[src/rtl/mem_stage.sv]
// Memory pipeline stage: registers the EX->MEM bundle and extracts load data from the data SRAM.
// A small hold buffer keeps the load data stable while this stage is frozen by a stall.
module mem_stage #(
  parameter int EX_TO_MEM_WD = 79,
  parameter int MEM_TO_WB_WD = 70,
  parameter int MEM_TO_ID_WD = 38,
  parameter int StallBus     = 6
) (
  input  logic                    clk,
  input  logic                    rst,
  input  logic [StallBus-1:0]     stall,
  input  logic [EX_TO_MEM_WD-1:0] ex_to_mem_bus,
  input  logic [31:0]             data_sram_rdata,
  output logic [MEM_TO_WB_WD-1:0] mem_to_wb_bus,
  output logic [MEM_TO_ID_WD-1:0] mem_to_id_bus
);

  typedef enum logic [2:0] {
    LD_NONE = 3'b000,
    LD_B    = 3'b001,
    LD_BU   = 3'b010,
    LD_H    = 3'b011,
    LD_HU   = 3'b100,
    LD_W    = 3'b101
  } load_op_e;

  logic [EX_TO_MEM_WD-1:0] bus_r;
  logic [31:0]             hold_buf;
  logic                    hold_valid;

  logic [31:0] mem_pc;
  logic        data_ram_en;
  logic [3:0]  data_ram_wen;
  logic [2:0]  load_op;
  logic        sel_rf_res;
  logic        rf_we;
  logic [4:0]  rf_waddr;
  logic [31:0] ex_result;

  assign mem_pc       = bus_r[78:47];
  assign data_ram_en  = bus_r[46];
  assign data_ram_wen = bus_r[45:42];
  assign load_op      = bus_r[41:39];
  assign sel_rf_res   = bus_r[38];
  assign rf_we        = bus_r[37];
  assign rf_waddr     = bus_r[36:32];
  assign ex_result    = bus_r[31:0];

  logic stop_mem;
  logic stop_wb;
  logic take_bubble;
  logic take_new;
  logic load_valid;
  logic is_load;

  assign stop_mem    = stall[3];
  assign stop_wb     = stall[4];
  assign take_bubble = stop_mem & ~stop_wb;
  assign take_new    = ~stop_mem;
  assign load_valid  = (load_op != LD_NONE) && (load_op <= LD_W);
  assign is_load     = load_valid & data_ram_en;

  // Stall bits belonging to other stages are not used here.
  logic unused_stall;
  assign unused_stall = &{1'b0, stall[2:0], stall[StallBus-1:5]};

  always_ff @(posedge clk or posedge rst) begin
    if (rst) begin
      bus_r      <= '0;
      hold_buf   <= '0;
      hold_valid <= 1'b0;
    end else begin
      if (take_bubble) begin
        bus_r <= '0;
      end else if (take_new) begin
        bus_r <= ex_to_mem_bus;
      end

      // SRAM data is only valid one cycle; latch it the first frozen cycle so it survives the stall.
      if (take_bubble || take_new) begin
        hold_valid <= 1'b0;
      end else if (is_load && !hold_valid) begin
        hold_buf   <= data_sram_rdata;
        hold_valid <= 1'b1;
      end
    end
  end

  logic [31:0] rdata_src;
  logic [7:0]  byte_sel;
  logic [15:0] half_sel;
  logic [31:0] load_data;
  logic        use_load;

  assign rdata_src = hold_valid ? hold_buf : data_sram_rdata;
  assign half_sel  = ex_result[1] ? rdata_src[31:16] : rdata_src[15:0];

  always_comb begin
    byte_sel = rdata_src[7:0];
    case (ex_result[1:0])
      2'd0:    byte_sel = rdata_src[7:0];
      2'd1:    byte_sel = rdata_src[15:8];
      2'd2:    byte_sel = rdata_src[23:16];
      default: byte_sel = rdata_src[31:24];
    endcase
  end

  always_comb begin
    load_data = ex_result;
    case (load_op_e'(load_op))
      LD_B:    load_data = {{24{byte_sel[7]}}, byte_sel};
      LD_BU:   load_data = {24'd0, byte_sel};
      LD_H:    load_data = {{16{half_sel[15]}}, half_sel};
      LD_HU:   load_data = {16'd0, half_sel};
      LD_W:    load_data = rdata_src;
      default: load_data = ex_result;
    endcase
  end

  // Stores never write back memory data even if load_op is set.
  assign use_load = sel_rf_res & load_valid & (data_ram_wen == 4'd0);

  logic [31:0] rf_wdata;
  assign rf_wdata = use_load ? load_data : ex_result;

  assign mem_to_wb_bus = {mem_pc, rf_we, rf_waddr, rf_wdata};
  assign mem_to_id_bus = {rf_we, rf_waddr, rf_wdata};

endmodule

[config.mk]
export PLATFORM = sky130hd
export DESIGN_NAME = mem_stage
export DESIGN_NICKNAME = d
export VERILOG_FILES = /design/src/rtl/mem_stage.sv
export SDC_FILE = /design/constraint.sdc
export NUM_CORES = 1
export LEC_CHECK = 0
export ABC_AREA = 1
export ABC_CLOCK_PERIOD_IN_PS = 6000
export BUFFER_PORTS_ARGS = -buffer_cell sky130_fd_sc_hd__buf_4
export CORE_MARGIN = 8
export CORE_UTILIZATION = 45
export DETAILED_ROUTE_END_ITERATION = 12
export GPL_TIMING_DRIVEN = 0
export PLACE_DENSITY_LB_ADDON = 0.1
export SYNTH_ARGS = -nofsm -noshare
export SYNTH_HDL_FRONTEND = slang
export SYNTH_SLANG_ARGS = --single-unit
[constraint.sdc]
create_clock -name clk -period 6 [get_ports clk]
set_input_delay 0.3 -clock clk [delete_from_list [all_inputs] [get_ports clk]]
set_output_delay 0.3 -clock clk [all_outputs]
set_load 0.02 [all_outputs]
==> impl_metrics.toml <==
[min_path]
hold_path_depth = 3
hold_path.class = "in2reg"

[routing]
wire_per_inst_um = 15.8
drt-total-wl_um = 21400
drtPass1Iterations = 5
drtIter0Drc = 404
via_per_inst = 4.88
vias = 6638
drc = 0
ant_nets = 0

[floorplan]
initial_core_util_pct = 45.5
die_y_um = 139
die_area_mm2 = 0.0194
io_pins = 227
rows = 45
core_area_mm2 = 0.0150
die_x_um = 139

[grt]
grt_util_met1_pct = 25.5
grtUsageTotal_pct = 22.1
grt_max_degree = 86
busiest_layer = "met2"
overflow = 0
grt_pass1_wl_um = 34400
grt_use_met2_pct = 37.2
grtUsageMet3_pct = 7.63
antenna_found_initial = 0
grt_pass1_vias = 6716

[cts]
cts_made_buffers = 9
cts_root_buf = "clkbuf_16"
cts_htree_levels = 3
post_cts_buffers = 0
clock-sinks = 112
path_clk_slew_ns = 0.08
cts_tree = "built"
cts_max_path_buffers = 2
clock_latency_ns = 0.36

[setup_path]
start_kind = "register"
worstSetupEndpointType = "primary output"
crit_arrival_ns = 2.67
worstSetupPathType = "reg2out"
crit_required_ns = 5.70
crit_path_max_fanout = 10
rr_worst_depth = 8

[synthesis]
synth_top_area_cell = "dfrtp_1"
ys_seq_area_share_pct = 41.0
syn-instance-count = 935
ys_seq_elements = 112
ys_types = 28
syn_area_mm2 = 0.00684
syn_nets = 1055
synth.top_cell.area_share_pct = 41.0
ys_top_cells_by_area = "dfrtp_1 41%, nand2_1 12%, inv_1 9.3%"
yosys_warnings = 0
syn_avg_cell_area_um2 = 7.31

[timing]
rsz0062_at_grt = "false"
clock_skew_ns = 0.00721
worst_pin_slew_ns = 0.857
fin_ws_ns = 3.03
max_freq_mhz = 336
setup-tns-final_ns = 0
hold_violations = 0
slew_violations = 0
setup_viol = 0
maxSlewHeadroom_pct = 42.2
fin_crit_ns = 2.97
fin_hold_ws_ns = 0.172
min_period_over_period_pct = 49.5

[cells_and_area]
drive_gt1_share_pct = 30.8
syn2layout_area_growth_pct = 32.7
final_common_cell = "buf_4"
diodes = 0
nets = 1288
n_fill_cell = 1481
final_cell_mix = "298 x buf_4, 211 x nand2_1, 169 x inv_1"

[flow_run]
cap_violations = 0

[placement]
hpwl_um = 16500
io_buffers = 220
gp_congestion = 0.913
dp_slack_ns = 3.50

[pwr]
power.static_leakage_nw = 5.17
pwr_density_cell_mw_per_mm2 = 240
peakVddDrop_uv = 191

[outcome]
status = "completed"
## flip-flops by register name, indices dropped and copies added, names as in the netlist
name and flops:
hold_valid 1, bus_r 79, hold_buf 32
## synth_stat cells
cell / count
nor2_4: 1
nand4_1: 2
nand3b_2: 1
dfrtp_1: 112
o22ai_1: 38
nand3_1: 69
o21ai_1: 43
or2_2: 7
a22oi_1: 17
inv_2: 3
buf_6: 10
buf_1: 8
nor2_1: 30
buf_4: 78
nor2_8: 1
a21oi_1: 8
nor3_2: 1
nand2_1: 211
clkbuf_1: 17
inv_1: 170
mux2_4: 2
nor3_4: 1
o21ai_0: 78
a21boi_1: 7
ha_1: 1
nand2_4: 2
buf_2: 14
nand2_2: 3
## worst paths after layout
path,from,to,slack [ns]
setup / recovery,hold_valid,mem_to_wb_bus[9],3.03
hold / removal,ex_to_mem_bus[42],bus_r[42],0.17
setup reg to reg,hold_valid,hold_buf[29],4.33
hold reg to reg,hold_buf[1],hold_buf[1],0.49
max in group asynchronous,rst,bus_r[23],4.80
min in group asynchronous,rst,bus_r[54],0.46
## per-layer routing
metal / share of wire, % / routed length [um]
met4: 2.9 / 623
met5: 0 / 0
met1: 40 / 8650
met2: 49 / 10400
met3: 8.1 / 1740
## power breakdown
| part | switching [mW] | internal [mW] | leakage [nW] | total (mW) |
|---|---|---|---|---|
| logic | 0.349 | 0.286 | 3.61 | 0.635 |
| registers | 0.0527 | 0.856 | 1.41 | 0.908 |
| clock network | 0.300 | 0.330 | 0.151 | 0.630 |
| total | 0.701 | 1.47 | 5.17 | 2.17 |
## per-stage QoR
stage               cells  area (um^2)  util (%)  power, mW
floorplan             935         6840         -       1.31
global placement     1343         8720      58.0       1.54
detailed placement   1344         8760      58.2       1.56
CTS                  1360         9070      60.3       2.19
global route         1360         9070      60.3       2.29
finish               1360         9070      60.3       2.17
## critical path, cell delays in order (launching register included)
cell	delay, ns
dfrtp_1	0.39
buf_6	0.14
clkbuf_1	0.21
o21ai_0	0.74
nand2_1	0.13
a21oi_1	0.16
nor2_1	0.07
a21boi_1	0.21
buf_4	0.15
buf_4	0.13
## layout make-up
cell class	count	area, um^2	area share (%)
Buffer	127	862	9.50
Sequential cell	112	2800	30.9
Inverter	173	654	7.21
Timing Repair Buffer	222	1690	18.6
Tap cell	188	235	2.59
Clock inverter	6	80.1	0.883
Multi-Input combinational cell	523	2520	27.8
Clock buffer	9	225	2.48
## kinds of logic after synthesis
kind of cell / Yosys count / synth area share [%]
simple gates: 329 / 20.7
fa+ha+maj: 1 / 0.183
compound gates: 191 / 15.6
buf+inv: 300 / 22.1
flops: 112 / 41.0
mux: 2 / 0.439
## repair_timing
action / 4_1_cts / 5_1_grt
resized for setup: 0 / 0
hold buffers: 1 / 0
endpoints found under the hold margin: 27 / 0
Power figures use the tool's default switching activity.
